==> src/rtl/exec_pkg.sv <==
// Types and constants shared between the execute stage and the writeback/EFLAGS commit logic.
package exec_pkg;

  typedef enum logic [2:0] {
    OP_ADD = 3'd0,
    OP_OR  = 3'd1,
    OP_NOT = 3'd2,
    OP_DAA = 3'd3,
    OP_AND = 3'd4,
    OP_CLD = 3'd5,
    OP_SUB = 3'd6,
    OP_STD = 3'd7
  } alu_op_e;

  typedef enum logic [1:0] {
    CNT_EMPTY = 2'd0,
    CNT_ONE   = 2'd1,
    CNT_TWO   = 2'd2
  } fifo_cnt_e;

  localparam int OF_BIT = 11;
  localparam int DF_BIT = 10;
  localparam int SF_BIT = 7;
  localparam int ZF_BIT = 6;
  localparam int AF_BIT = 4;
  localparam int PF_BIT = 2;
  localparam int CF_BIT = 0;

  localparam logic [31:0] EFLAGS_RST   = 32'h0000_0002;
  localparam logic [31:0] EFLAGS_WMASK = 32'h0000_0CD5;
  localparam logic [31:0] EFLAGS_FIXED = 32'h0000_0002;

  localparam logic [31:0] MASK_ARITH = (32'h1 << OF_BIT) | (32'h1 << SF_BIT) | (32'h1 << ZF_BIT)
                                     | (32'h1 << AF_BIT) | (32'h1 << PF_BIT) | (32'h1 << CF_BIT);
  localparam logic [31:0] MASK_LOGIC = MASK_ARITH & ~(32'h1 << AF_BIT);
  localparam logic [31:0] MASK_DAA   = MASK_ARITH & ~(32'h1 << OF_BIT);
  localparam logic [31:0] MASK_DF    = 32'h1 << DF_BIT;

  function automatic logic [31:0] upd_mask(alu_op_e op);
    logic [31:0] m;
    m = '0;
    case (op)
      OP_ADD, OP_SUB: m = MASK_ARITH;
      OP_OR,  OP_AND: m = MASK_LOGIC;
      OP_DAA:         m = MASK_DAA;
      OP_CLD, OP_STD: m = MASK_DF;
      default:        m = '0;
    endcase
    return m;
  endfunction

endpackage

==> src/rtl/skid_fifo2.sv <==
// Two-entry valid/ready buffer with registered head output; occupancy kept as a small FSM.
module skid_fifo2
  import exec_pkg::*;
#(
  parameter int W = 36
) (
  input  logic         clk_i,
  input  logic         rst_i,
  input  logic         flush_i,
  input  logic         in_valid_i,
  output logic         in_ready_o,
  input  logic [W-1:0] in_data_i,
  output logic         out_valid_o,
  input  logic         out_ready_i,
  output logic [W-1:0] out_data_o
);

  fifo_cnt_e   state_q, state_d;
  logic        head_q, tail_q;
  logic [W-1:0] mem_q [2];
  logic        push, pop;

  assign in_ready_o  = (state_q != CNT_TWO);
  assign out_valid_o = (state_q != CNT_EMPTY);
  assign out_data_o  = mem_q[head_q];
  assign push        = in_valid_i && in_ready_o && !flush_i;
  assign pop         = out_valid_o && out_ready_i && !flush_i;

  always_ff @(posedge clk_i or posedge rst_i) begin
    if (rst_i) state_q <= CNT_EMPTY;
    else       state_q <= state_d;
  end

  always_comb begin
    state_d = state_q;
    case (state_q)
      CNT_EMPTY: if (push) state_d = CNT_ONE;
      CNT_ONE: begin
        if (push && !pop)      state_d = CNT_TWO;
        else if (pop && !push) state_d = CNT_EMPTY;
      end
      CNT_TWO:   if (pop) state_d = CNT_ONE;
      default:   state_d = CNT_EMPTY;
    endcase
    if (flush_i) state_d = CNT_EMPTY;
  end

  always_ff @(posedge clk_i or posedge rst_i) begin
    if (rst_i) begin
      head_q <= 1'b0;
      tail_q <= 1'b0;
    end else if (flush_i) begin
      head_q <= 1'b0;
      tail_q <= 1'b0;
    end else begin
      if (push) tail_q <= ~tail_q;
      if (pop)  head_q <= ~head_q;
    end
  end

  // Storage is cleared on reset so the head outputs read zero while empty.
  always_ff @(posedge clk_i or posedge rst_i) begin
    if (rst_i) begin
      mem_q[0] <= '0;
      mem_q[1] <= '0;
    end else if (push) begin
      mem_q[tail_q] <= in_data_i;
    end
  end

endmodule

==> src/rtl/wb_eflags_commit.sv <==
// Buffers ALU results toward writeback and owns architectural EFLAGS, merging each
// accepted op's flags under its update mask and feeding the result back to the ALU.
module wb_eflags_commit #(
  parameter int          DEPTH      = 2,
  parameter logic [31:0] EFLAGS_RST = exec_pkg::EFLAGS_RST
) (
  input  logic        CLK,
  input  logic        RST,
  input  logic        ex_valid,
  output logic        ex_ready,
  input  logic [2:0]  ex_op,
  input  logic [31:0] ex_alu_out,
  input  logic [31:0] ex_flags,
  input  logic [2:0]  ex_dest,
  input  logic        ex_wr_en,
  output logic        wb_valid,
  input  logic        wb_ready,
  output logic [31:0] wb_alu_out,
  output logic [2:0]  wb_dest,
  output logic        wb_wr_en,
  output logic [31:0] eflags,
  input  logic        eflags_ld,
  input  logic [31:0] eflags_ld_val,
  input  logic        flush
);
  import exec_pkg::*;

  if (DEPTH != 2) begin : g_depth_check
    $error("wb_eflags_commit supports DEPTH == 2 only");
  end

  localparam int FW = 32 + 3 + 1;

  logic          fifo_in_ready;
  logic          accept;
  logic [FW-1:0] fifo_out;
  logic [31:0]   eflags_q, eflags_d;
  logic [31:0]   mask;

  // Ready never looks at ex_valid, so execute can compute valid from ready freely.
  assign ex_ready = fifo_in_ready && !eflags_ld && !flush;
  assign accept   = ex_valid && ex_ready;

  skid_fifo2 #(.W(FW)) u_fifo (
    .clk_i       (CLK),
    .rst_i       (RST),
    .flush_i     (flush),
    .in_valid_i  (accept),
    .in_ready_o  (fifo_in_ready),
    .in_data_i   ({ex_alu_out, ex_dest, ex_wr_en}),
    .out_valid_o (wb_valid),
    .out_ready_i (wb_ready),
    .out_data_o  (fifo_out)
  );

  assign {wb_alu_out, wb_dest, wb_wr_en} = fifo_out;

  assign mask = upd_mask(alu_op_e'(ex_op));

  always_comb begin
    eflags_d = eflags_q;
    if (eflags_ld)
      eflags_d = (eflags_ld_val & EFLAGS_WMASK) | EFLAGS_FIXED;
    else if (accept)
      eflags_d = (((eflags_q & ~mask) | (ex_flags & mask)) & EFLAGS_WMASK) | EFLAGS_FIXED;
  end

  always_ff @(posedge CLK or posedge RST) begin
    if (RST) eflags_q <= EFLAGS_RST;
    else     eflags_q <= eflags_d;
  end

  assign eflags = eflags_q;

endmodule

==> config.mk <==
export PLATFORM = sky130hd
export DESIGN_NAME = wb_eflags_commit
export DESIGN_NICKNAME = d
export VERILOG_FILES = /design/src/rtl/exec_pkg.sv /design/src/rtl/skid_fifo2.sv /design/src/rtl/wb_eflags_commit.sv
export SDC_FILE = /design/constraint.sdc
export NUM_CORES = 1
export LEC_CHECK = 0
export BUFFER_PORTS_ARGS = -buffer_cell sky130_fd_sc_hd__buf_2
export CAP_MARGIN = 20
export CORE_MARGIN = 2
export CORE_UTILIZATION = 30
export CTS_CLUSTER_DIAMETER = 120
export CTS_CLUSTER_SIZE = 14
export DETAILED_ROUTE_END_ITERATION = 8
export PLACE_DENSITY = 0.61
export SLEW_MARGIN = 20
export SYNTH_ARGS = -nofsm -noshare
export SYNTH_HDL_FRONTEND = slang
export SYNTH_SLANG_ARGS = --single-unit
==> constraint.sdc <==
create_clock -name CLK -period 4.45 [get_ports CLK]
set_clock_uncertainty 0.1 [all_clocks]
set_input_delay 0 -clock CLK [delete_from_list [all_inputs] [get_ports CLK]]
set_output_delay 0 -clock CLK [all_outputs]
set_load 0.01 [all_outputs]
# Word level (Yosys, flattened, before mapping)
# Index checks and enable logic that the tools add are counted.
# totals
regBits	108
input_bits	109
wordCells	72
# classes
n_lt_le_gt_ge	3
eq_ne	12
n_mux	19
n_bitwise	8
reduce_logical	24
# op_table
op	n
$mux 36	4
$bwmux 72	1
$mux 32	2
$pmux 12 s4	1
$demux 36 s1	1
$and 12x12->12	2
$eq 3x3->1 const B	4
$not 12->12	1
$or 12x12->12	1
$logic_and 1x1->1	10
$mux 2	5
$reduce_bool 2->1	4
$ne 3x2->1 const B	2
$pmux 2 s3	1
$reduce_or 2->1	3
$ge 2x2->1 const B	2
$logic_not 1->1	4
$mux 1	4
$ne 4x2->1 const B	1
$not 1->2	2
$eq 3x1->1 const B	1
$eq 3x2->1 const B	1
$logic_not 3->1	1
$reduce_and 3->1	1
6 further kinds	7

# Longest topological paths before layout
# logic_depth
word_depth	12
mapped_depth	7
mapped_depth_nobuf	6

# Cells and area by module
# From an unflattened synthesis, not the netlist that was laid out.
# unflattened
cells_unflattened	278
area_unflattened_um2	3972.6
# modules_own_cells
module	n_inst	cells_per_inst	area_each_um2
skid_fifo2	1	215	3326.9
wb_eflags_commit	1	63	645.6

# Worst setup path before layout
# Ideal clock, no wire load.
# synth_path
kind	register to register
from	register u_fifo.state_q[1]
to	register u_fifo.mem_q[36] in the netlist's numbering
setup_ps	125
arrival_time_ps	1540
setup_slack_ps	2685
stages_incl_launch_ff	7
n_path_buf	2
synth_period_minus_slack_ps	1765
path_cell_list	dfrtp_1 -> nor2b_4 -> nor3b_4 -> and2b_1 -> buf_6 -> buf_6 -> mux2_2
# synth_between
elab_chain_len	6
# synth_lines
element	line_no	source
start, declared	skid_fifo2.sv:18	fifo_cnt_e state_q, state_d;
start signal, assigned	skid_fifo2.sv:31	else state_q <= state_d;
$ne 2x2->1 (*)	skid_fifo2.sv:23	assign in_ready_o = (state_q != CNT_TWO);
$logic_and 1x1->1 (2 in a row)	wb_eflags_commit.sv:41	assign ex_ready = fifo_in_ready && !eflags_ld && !flush;
$logic_and 1x1->1	wb_eflags_commit.sv:42	assign accept = ex_valid && ex_ready;
$logic_and 1x1->1 (*) (2 in a row)	skid_fifo2.sv:26	assign push = in_valid_i && in_ready_o && !flush_i;
end signal, assigned by index	skid_fifo2.sv:67	mem_q[tail_q] <= in_data_i;
end, declared	skid_fifo2.sv:20	logic [W-1:0] mem_q [2];
# Every way passes the cells marked *; elsewhere a longest branch is shown, timed or not.
# A chain may end at the register's enable or synchronous reset.

# Worst setup path after layout
# layout_path
from	register u_fifo.state_q[1]
to	register u_fifo.mem_q[65] in the netlist's numbering
# The elaborated chain is that of the path after synthesis.

==> results_dict.tcl <==
set metrics [dict create \
    hold_viol_final 0 \
    rows 42 \
    crit_start "u_fifo.state_q[1]" \
    status "finished, final reports clean" \
    diodes 0 \
    r2r_start "u_fifo.state_q[1]" \
    io_pins 179 \
    synth-edff-count 0 \
    cts_root_buffer "clkbuf_16" \
    synth_cells 287 \
    maxClockFrequency_ghz 0.4222 \
    crit_arrival_ps 2490 \
    syn_avg_cell_area_um2 13.99 \
    multi_input_area_um2 1712 \
    die_x_um 119.7 \
    grt_first_pass_wirelength_um 13740 \
    setup_viol 0 \
    grt_usage_pct 12.24 \
    maxCapViolCount 0 \
    synth.distinct_cells 35 \
    cts_buffers 9 \
    die_area_um2 14330 \
    endpoint "u_fifo.mem_q[65]" \
    place_hpwl_um 5318 \
    clock_sinks 83 \
    tightest_slew_ps 1024 \
    start_util_pct 30.57 \
    nets 546 \
    drt_iter0_drc 98 \
    ys_ff_latch 83 \
    cp.required_ps 4570 \
    viasPerCell 4.370 \
    drv_slew 0 \
    met3_length_um 393 \
    p_seq_share_pct 44.6 \
    clock_power_share_pct 32.6 \
    cell_internal_pwr_mw 1.692 \
    rrSetupSlack_ps 2080 \
    p_sw_share_pct 25.76 \
    routed-wl-met2_um 4161 \
    critPathKind "reg -> reg" \
    totalPowerFinal_mw 2.279 \
    core_area_um2 13140 \
    fin_crit_sh_pct 53.22 \
    grt_max_degree 46 \
    period_needed_ps 2368 \
    cts_tree "built" \
    syn2layout_area_growth_pct 33.30 \
    post_cts_resize_count 0 \
    ir_drop_uv 209.4 \
    ant_nets 0 \
    overflow 0 \
    cp-start-kind "flip-flop" \
    yosysSeqAreaShare_pct 51.71 \
    post-route-util_pct 40.75 \
    routed_wl_um 8258 \
    combPwrFrac_pct 22.8 \
    end_kind "flip-flop" \
    path_max_fanout 37 \
    num-fill-cells 1255 \
    slew_headroom_pct 31.52 \
    wl_per_cell_um 13.38 \
    antenna_found_initial 0 \
    first_pass_iters 4 \
    routedLengthMet1_um 3536 \
    clk_pin_slew_ps 60 \
    r2r-end "u_fifo.mem_q[65]" \
    htree_levels 3 \
    min_from "ex_flags[7]" \
    switchingPower_mw 0.5871 \
    hp-class "in -> reg" \
    rsz0062_at_grt "no" \
    post_cts_buffers 0 \
    timing.setup.tns_ps 0 \
    maxUsedRoutingLayer "met4" \
    reg2reg_depth 4 \
    drc 0 \
    synthArstFlopShare_pct 100.0 \
    die_y_um 119.7 \
    synth_area_um2 4016 \
    p_leak_nw 2.461 \
    grt_pass1_vias 2916 \
    place.port_buffers 103 \
    seqCellArea_um2 2078 \
    gp_congestion 0.7205 \
    fin_ws_ps 2082 \
    clk_latency_ps 340 \
    final_layout_size_suffix_gt1_share_pct 54.20 \
    p_per_area_nw_per_um2 425.6 \
    dp_slack_ps 2017 \
    synth_flop_cell "dfrtp_1" \
    ys.warnings.count 0 \
    cts_buffer_depth 2 \
    vias 2696 \
]
==> logic make-up after synthesis <==
logic type / after synthesis / synth area share, %
adders and majority gates: 1 / 0.3115
other: 2 / 0.1870
AOI/OAI and AO/OA: 11 / 2.368
buffers and inverters: 43 / 7.850
and+or+nand+nor: 33 / 5.795
DFF: 83 / 51.71
muxes: 112 / 31.34
xor gates and xnor gates: 2 / 0.4362
==> state kept, by name, indices dropped and copies added (netlist names), named ones only <==
signal,count
u_fifo.mem_q,72
u_fifo.tail_q,1
u_fifo.head_q,1
u_fifo.state_q,2
==> routing by layer <==
metal  vias up  GRT usage [%]
met5         -              0
met4         0          5.588
met3        12          3.470
met2        73          20.54
met1      1342          14.55
li1       1269              -
==> cells in the mapped netlist, types with 3 or more instances <==
| library cell | instances | area [µm²] |
|---|---|---|
| a221o_1 | 4 | 40.04 |
| buf_2 | 4 | 20.02 |
| buf_4 | 25 | 187.7 |
| buf_6 | 6 | 67.56 |
| dfrtp_1 | 83 | 2077 |
| inv_1 | 4 | 15.01 |
| mux2_2 | 110 | 1239 |
| nand2_1 | 3 | 11.26 |
| nor2_1 | 6 | 22.52 |
| nor2b_1 | 6 | 37.54 |
| nor4b_1 | 5 | 43.79 |
==> cell usage in the layout (no fill, tap or decap), types with 2 or more instances in the layout <==
master and n:
inv_1 3, dfrtp_1 82, xor2_1 2, a221o_1 4
conb_1 25, clkbuf_16 9, mux2_2 110, nor2b_1 6
buf_2 103, nor2_1 6, or2_2 2, nor2b_4 2
nand2_1 3, clkinv_2 2, nor4b_1 5, clkinvlp_4 4
mux2i_1 2, a311oi_1 2, dlygate4sd3_1 50
==> area by class of cell <==
class                      count  area share, %
clock buffer                  10          4.464
timing repair buffer         154          19.12
clock inverter                 6          1.215
tap                          176          4.113
multi-input combinational    184          31.97
inverter                       4         0.3038
sequential                    83          38.82
==> worst max-delay path, cell delays in order, from the launching register on <==
cell and delay, ps:
dfrtp_1 400, nor2b_4 170, nor3b_4 290, and2b_2 850, mux2_2 420
==> timing repair <==
item | 4_1_cts | 5_1_grt
hold buffers | 50 | 0
endpoints found under the setup margin | 0 | 0
endpoints found under the hold margin | 121 | 0
==> power by group through the flow <==
stage / Sequential (mW) / Clock [mW] / Combinational (mW)
2_1_floorplan: 0.998 / 0 / 0.366
3_3_place_gp: 1.01 / 0 / 0.478
3_5_place_dp: 1.03 / 0 / 0.492
4_1_cts: 1.02 / 0.779 / 0.529
5_1_grt: 1.04 / 0.811 / 0.572
6_report: 1.02 / 0.744 / 0.519
==> worst min-delay path by stage <==
| stage | end | slack [ps] | cells after the start |
|---|---|---|---|
| final | flip-flop | 40 | 3 |
| after floorplan | flip-flop | 30 | 1 |
| after global placement | asynchronous set/reset pin | 30 | 2 |
| after detailed placement | asynchronous set/reset pin | 40 | 2 |
| after global routing | flip-flop | 50 | 3 |
| after CTS | flip-flop | 30 | 3 |
==> through the flow <==
stage	hold slack [ps]	cell area, µm²	std cells
6_report	40.15	5354	617
5_1_grt	47.51	5354	617
4_1_cts	27.48	5354	617
3_5_place_dp	38.89	4549	551
3_3_place_gp	25.12	4549	551
2_1_floorplan	29.03	4103	310
Power figures use the tool's default switching activity.
